### config.mk
export PLATFORM = sky130hd
export DESIGN_NAME = pipeline_ctrl
export DESIGN_NICKNAME = d
export VERILOG_FILES = /design/src/rtl/pipeline_ctrl.sv
export SDC_FILE = /design/constraint.sdc
export NUM_CORES = 1
export LEC_CHECK = 0
export CORE_ASPECT_RATIO = 1.2
export CORE_MARGIN = 4
export CORE_UTILIZATION = 30
export DETAILED_ROUTE_END_ITERATION = 10
export PLACE_DENSITY = 0.67
export SLEW_MARGIN = 5
export SYNTH_ARGS = -nofsm -noshare
export SYNTH_HDL_FRONTEND = slang
export SYNTH_SLANG_ARGS = --single-unit
### constraint.sdc
create_clock -name clk -period 2.75 [get_ports clk]
set_input_delay 0.6875 -clock clk [delete_from_list [all_inputs] [get_ports clk]]
set_output_delay 0.6875 -clock clk [all_outputs]
set_load 0.005 [all_outputs]
### src/rtl/pipeline_ctrl.sv
// rtl/pipeline_ctrl.sv - pipeline stage load/flush controller with cache freeze, hazards and counters
// Combinational load/flush strobes; registered RUN/WAIT state, per-side done flags and saturating counters.
module pipeline_ctrl #(
    parameter int CNT_WIDTH = 32
) (
    input  logic                 clk,
    input  logic                 reset,
    input  logic                 EX_pc_mux_sel,
    input  logic                 EX_mem_read,
    input  logic [4:0]           EX_rd,
    input  logic [4:0]           ID_rs1,
    input  logic [4:0]           ID_rs2,
    input  logic                 ID_uses_rs1,
    input  logic                 ID_uses_rs2,
    input  logic                 icache_read,
    input  logic                 icache_resp,
    input  logic                 dcache_req,
    input  logic                 dcache_resp,
    output logic                 load_pc,
    output logic                 load_IF_ID,
    output logic                 load_ID_EX,
    output logic                 load_EX_MEM,
    output logic                 load_MEM_WB,
    output logic                 flush_IF_ID,
    output logic                 flush_ID_EX,
    output logic                 state_wait,
    output logic [CNT_WIDTH-1:0] stall_cycles,
    output logic [CNT_WIDTH-1:0] flush_count
);

    localparam logic [0:0]           ST_RUN  = 1'b0;
    localparam logic [0:0]           ST_WAIT = 1'b1;
    localparam logic [CNT_WIDTH-1:0] CNT_MAX = '1;
    localparam logic [CNT_WIDTH-1:0] CNT_ONE = {{(CNT_WIDTH-1){1'b0}}, 1'b1};

    logic [0:0]           r_state;
    logic                 r_i_done;
    logic                 r_d_done;
    logic [CNT_WIDTH-1:0] r_stall_cycles;
    logic [CNT_WIDTH-1:0] r_flush_count;

    logic w_i_ok;
    logic w_d_ok;
    logic w_advance;
    logic w_run;
    logic w_freeze;
    logic w_rs1_match;
    logic w_rs2_match;
    logic w_hazard;
    logic w_squash;
    logic w_bubble;
    logic w_stall_inc;

    // A side is satisfied if idle, completing now, or already completed earlier in this freeze.
    assign w_i_ok    = ~icache_read | icache_resp | r_i_done;
    assign w_d_ok    = ~dcache_req  | dcache_resp | r_d_done;
    assign w_advance = w_i_ok & w_d_ok;

    assign w_run    = ~reset &  w_advance;
    assign w_freeze = ~reset & ~w_advance;

    assign w_rs1_match = ID_uses_rs1 & (ID_rs1 == EX_rd);
    assign w_rs2_match = ID_uses_rs2 & (ID_rs2 == EX_rd);
    assign w_hazard    = EX_mem_read & (EX_rd != 5'd0) & (w_rs1_match | w_rs2_match);

    // A taken branch squashes the ID instruction, so its load-use hazard is moot.
    assign w_squash = w_run & EX_pc_mux_sel;
    assign w_bubble = w_run & ~EX_pc_mux_sel & w_hazard;

    assign load_pc     = w_run & ~w_bubble;
    assign load_IF_ID  = w_run & ~w_bubble;
    assign load_ID_EX  = w_run;
    assign load_EX_MEM = w_run;
    assign load_MEM_WB = w_run;
    assign flush_IF_ID = w_squash;
    assign flush_ID_EX = w_squash | w_bubble;

    assign w_stall_inc = w_freeze | w_bubble;

    always_ff @(posedge clk) begin
        if (reset) begin
            r_state        <= ST_RUN;
            r_i_done       <= 1'b0;
            r_d_done       <= 1'b0;
            r_stall_cycles <= '0;
            r_flush_count  <= '0;
        end else begin
            if (w_freeze) begin
                r_state <= ST_WAIT;
                if (icache_resp) begin
                    r_i_done <= 1'b1;
                end
                if (dcache_resp) begin
                    r_d_done <= 1'b1;
                end
            end else begin
                r_state  <= ST_RUN;
                r_i_done <= 1'b0;
                r_d_done <= 1'b0;
            end

            if (w_stall_inc && (r_stall_cycles != CNT_MAX)) begin
                r_stall_cycles <= r_stall_cycles + CNT_ONE;
            end
            if (w_squash && (r_flush_count != CNT_MAX)) begin
                r_flush_count <= r_flush_count + CNT_ONE;
            end
        end
    end

    assign state_wait   = (r_state == ST_WAIT);
    assign stall_cycles = r_stall_cycles;
    assign flush_count  = r_flush_count;

endmodule

==> metrics.txt, run 1 <==
Synth Instances 432; GR Overflow Total 0; RSZ-0062 raised after global routing false; Post-synth EDFFs 0; status completed; Async SR Flop Fraction 0%; post-route worst setup slack 0.0937 ns; nets 588; Final Hold Vio Count 0; first-pass GRT wire length 17.0 mm; clock insertion delay at the later pin of the skew report 0.33 ns; max-cap viol count 0; Clock Path Buffers 2; clk root buf clkbuf_16; initial antenna violation count 0; synthesized area 3540 um2; category of the most critical setup path input pin to flop; synth warn 0; post-synthesis sequential area ratio 37.9%; drt pass-1 iters 4; Layout area overhead 54.1%; diodes inserted 0; Critical Path Start Type input pin; PnR Total Power 2.52 mW; pre-CTS setup slack -0.584 ns; Crit path arrival time 2.86 ns; Final period util 96.6%; drt drc 0; Post-DP Area 4850 um2; Die Span Y 127 um; leak pwr 1.92 nW; Crit. End Element flop; post-route minimum period 2.66 ns; H-tree levels 3; die area 13600 um2; setup violators final 0; Worst-path clk slew 0.06 ns; Pwr per Cell Area 462 nW/um2; Avg Cell Area, Syn 8.19 um2; io pins 97; DRT antenna net count 0; vias per cell 5.13; Design Area, Final 5450 um2; Post-CTS Hold Buffers 0; WL final 10.4 mm; Wirelength per Cell 14.4 um; HPWL after detailed placement 7.38 mm; Distinct cells, synth 47; Tot GR Track Use 15.3%; Slew headroom 66.3%; Placer Congestion 0.795; class of the worst hold path flop to flop; layout cell share with drive strength beyond 1 19.1%; crit path max fanout 9; initial drt markers 93; Syn Nets 459; CTS Buf Count 9; # port buffers 96; Critical Path RT 2.96 ns; Setup Skew 0.00900 ns; row count 43; max-slew violations 0; Worst VDD drop 0.323 mV; Starting Density 30.6%; via count 3706; vias in the first global route 3610; Filler Cell Count 1097; CTS tree done; Clock Sinks 67; largest net degree at the start of global routing 37; FF+latch count, synth 67; ys flop type dfxtp_1; die width 107 um; Worst-Margin Slew 0.504 ns; fmax 376 MHz; Core ar. 11600 um2
-- where the power goes --
part	switching [mW]	internal (mW)	total, mW
clock network	0.421	0.911	1.33
logic	0.0910	0.112	0.203
registers	0.00540	0.977	0.982
-- placed cells by master, fill, tap and decap left out, types with 5 or more instances in the layout --
cell type	instances
a21oi_1	24
or4_1	15
dlygate4sd2_1	10
o21ai_0	13
and4_1	5
nor4_1	9
nor2_1	54
dlymetal6s2s_1	8
nand4_1	28
nand2_1	21
clkdlybuf4s50_1	69
inv_1	15
xor2_1	10
or2_2	5
nor3_1	6
and3_1	6
buf_6	6
or3_1	9
clkbuf_16	9
buf_4	37
o31ai_1	14
xnor2_1	24
dfxtp_1	67
nand3_1	22
-- area by class of cell --
cell class                 instances  area [um2]  share of cell area (%)
inverter                          16        62.6                    1.15
multi-input combinational        326        2180                    39.9
clock buffer                      12         246                    4.52
sequential                        67        1340                    24.6
timing repair buffer             141        1330                    24.4
clock inverter                     4        97.6                    1.79
tap                              157         196                    3.61
-- cells by family after synthesis --
| logic type | Yosys count | synth area share, % |
|---|---|---|
| AND/OR/NAND/NOR | 209 | 32.9 |
| AO/OA/AOI/OAI | 73 | 13.0 |
| flip-flops | 67 | 37.9 |
| buffers and inverters | 40 | 5.09 |
| XOR/XNOR | 37 | 9.16 |
| multiplexers | 4 | 1.27 |
| adder cells (fa/ha/maj) | 2 | 0.707 |
-- worst paths after layout --
check / startpoint / depth (start not counted) / endpoint / slack (ns)
worst min-delay path: stall_cycles[19] / 2 / stall_cycles[19] / 0.50
worst max register to register: stall_cycles[9] / 6 / stall_cycles[26] / 0.20
worst max-delay path: EX_pc_mux_sel / 8 / flush_count[9] / 0.09
worst min register to register: stall_cycles[19] / 2 / stall_cycles[19] / 0.50
-- flip-flops by register name, indices dropped and copies added, names as in the netlist --
register	count
state_wait	1
r_d_done	1
r_i_done	1
flush_count	32
stall_cycles	32
-- stage by stage --
step / utilization, % / setup TNS (ns) / std cells / hold WS, ns
floorplan: - / 0 / 432 / 0.453
global placement: 41.9 / -18.42 / 695 / 0.472
detailed placement: 41.9 / -20.27 / 695 / 0.491
CTS: 46.0 / -0.00435 / 720 / 0.498
global route: 47.1 / 0 / 723 / 0.524
finish: 47.1 / 0 / 723 / 0.498
-- metal layers --
metal  vias up  wire length, um  global-route usage, %  share of wire [%]
met5         -                0                      0                  0
met4         0              123                   6.02                1.2
met3        11              585                   4.27                5.6
met2       110             5400                   26.3                 52
met1      1734             4320                   17.9                 41
li1       1851                -                      -                  -
-- critical path, stage by stage --
cell,delay [ns]
clkdlybuf4s50_1,0.48
or4b_4,0.50
buf_6,0.15
buf_4,0.15
or2_4,0.32
or3_1,0.38
xor2_1,0.15
nor2_1,0.05
-- Yosys cell counts (2+ instances only) --
library cell   n  area, um2
or4b_2         2       20.0
o41ai_1        4       35.0
clkbuf_1      15       56.3
o311ai_0       3       26.3
or2_2          6       37.5
buf_4          3       22.5
xnor2_1       27        236
mux2_2         4       45.0
nand3_1       22        110
or3_1          9       56.3
nor2_1        57        214
buf_6          2       22.5
and4_1         5       43.8
buf_2          3       15.0
nand4_1       28        175
nor2b_1        4       25.0
nand2_1       22       82.6
a21oi_1       28        140
o21ai_0       14       70.1
nor3_1         6       30.0
nor4_1        14       87.6
o31ai_1       14        105
and3_1         6       37.5
xor2_1        10       87.6
or4_1         18        135
nor3b_1        3       22.5
dfxtp_1       67       1340
inv_1         16       60.1
ha_1           2       25.0
-- repair_timing --
action	in CTS	in global routing
resized for setup	53	33
cloned	1	0
buffers inserted	8	3
endpoints found under the setup margin	28	33
pin swaps	14	20
Power figures use the tool's default switching activity.
==> inputs of run 2 (changes only) <==
--- a/config.mk
+++ b/config.mk
@@ -8,6 +8,7 @@
 export CORE_ASPECT_RATIO = 1.2
 export CORE_MARGIN = 4
 export CORE_UTILIZATION = 30
+export CTS_BUF_LIST = sky130_fd_sc_hd__clkbuf_4
 export DETAILED_ROUTE_END_ITERATION = 10
 export PLACE_DENSITY = 0.67
 export SLEW_MARGIN = 5
==> run 2 against run 1 <==
  * Register-to-register slack better by 0.06 ns
  * Fmax shrank 1.7%
  * First-iteration DRC count shrank 14%
  * Critical endpoint is now flush_ID_EX
  * Power down 19%
  * Via count fell by 0.32%
==> metrics.txt, run 2 (synthesis results as in run 1) <==
Crit path arrival time 2.02 ns; setup violators final 0; Final period util 98.3%; crit path max fanout 2; Worst VDD drop 0.240 mV; Slew headroom 64.9%; Wirelength per Cell 14.1 um; Design Area, Final 5260 um2; row count 43; H-tree levels 3; leak pwr 1.85 nW; Starting Density 30.6%; dpl cells 695; CTS Buf Count 9; Die Span Y 127 um; initial antenna violation count 0; commonest non-fill, non-tap cell in the layout clkdlybuf4s50_1; max-cap viol count 0; first-pass GRT wire length 16.6 mm; Placer Congestion 0.795; pre-CTS setup slack -0.584 ns; Pwr per Cell Area 386 nW/um2; status completed; die width 107 um; post-route worst setup slack 0.0475 ns; final instance count without filler cells 722; die area 13600 um2; WL final 10.2 mm; R2R depth 8; max-slew violations 0; drt drc 0; HPWL after detailed placement 7.38 mm; vias in the first global route 3524; Cells on Worst Hold Path 2; most frequent cells in the layout 71 x clkdlybuf4s50_1, 67 x dfxtp_1, 54 x nor2_1; io pins 97; GR Overflow Total 0; Core ar. 11600 um2; Final Hold Vio Count 0; Filler Cell Count 1111; clk root buf clkbuf_4; Layout area overhead 48.6%; Tot GR Track Use 14.8%; Worst R2R Setup Slack 0.26 ns; Setup Skew 0.0150 ns; layout cell share with drive strength beyond 1 17.5%; fmax 370 MHz; nets 587; Clock Path Buffers 2; final core utilization 45.5%; Critical Path RT 2.06 ns; Worst-path clk slew 0.12 ns; vias per cell 5.12; category of the most critical setup path input pin to primary output; via count 3694; Critical Path Start Type input pin; class of the worst hold path flop to flop; Post-CTS Hold Buffers 0; post-route minimum period 2.70 ns; Clock Sinks 67; Worst-Margin Slew 0.525 ns; Crit. End Element primary output; # port buffers 96; Post-DP Area 4850 um2; DRT antenna net count 0; diodes inserted 0; clock insertion delay at the later pin of the skew report 0.42 ns; drt pass-1 iters 4; largest net degree at the start of global routing 37; initial drt markers 80; CTS tree done
run 2: changes by cell type in the layout (fill, tap and decap cells not counted), moves of 2 or more:
cell	change
clkbuf_4	+11
clkbuf_16	-9
buf_6	-3
clkbuf_2	-3
nor4_1	+3
nor4_2	-3
a21oi_1	+2
a21oi_2	-2
clkbuf_1	-2
clkdlybuf4s50_1	+2
run 2: final timing paths:
check / from / endpoint
max: ID_rs1[0] / flush_ID_EX
min reg2reg: stall_cycles[19] / stall_cycles[19]
min: stall_cycles[19] / stall_cycles[19]
max reg2reg: stall_cycles[0] / stall_cycles[21]
run 2: layout make-up:
cell class | count | area (um2) | area share [%]
multi-input combinational | 326 | 2130 | 40.6
sequential | 67 | 1340 | 25.5
timing repair buffer | 140 | 1340 | 25.5
tap | 157 | 196 | 3.74
clock inverter | 5 | 101 | 1.93
clock buffer | 11 | 82.6 | 1.57
inverter | 16 | 62.6 | 1.19
run 2: critical path: stages:
cell             delay, ns
clkdlybuf4s50_1       0.49
xnor2_1               0.12
nand2_1               0.09
o22a_1                0.23
nor2_2                0.15
nand2_1               0.07
nand2_1               0.06
buf_2                 0.10
run 2: through the flow:
| stage | TNS [ns] | power [mW] | hold slack (ns) |
|---|---|---|---|
| final | 0 | 2.03 | 0.510 |
| after global routing | -0.0615 | 2.11 | 0.533 |
| after CTS | 0 | 2.05 | 0.508 |
| after detailed placement | -20.27 | 1.18 | 0.491 |
| after global placement | -18.42 | 1.18 | 0.472 |
| after floorplan | 0 | 1.07 | 0.453 |
run 2: metal layers:
layer	up-vias	share of wire, %	track usage [%]	routed length (um)
met2	100	50	26.0	5150
met3	17	5.5	3.77	559
li1	1851	-	-	-
met5	-	0	0	0
met4	0	1.7	4.44	177
met1	1726	42	17.7	4330
run 2: power breakdown:
part           switching (mW)  total [mW]  leakage [nW]  internal (mW)
Clock                   0.371       0.849        0.0947          0.478
Sequential            0.00534       0.981         0.540          0.976
Combinational          0.0892       0.200          1.22          0.111
Total                   0.465        2.03          1.85           1.57
run 2: timing repair:
item	CTS	global route
pin swaps	8	11
cloned	1	0
resized for setup	45	21
setup endpoints to repair	18	20
buffers inserted	8	2
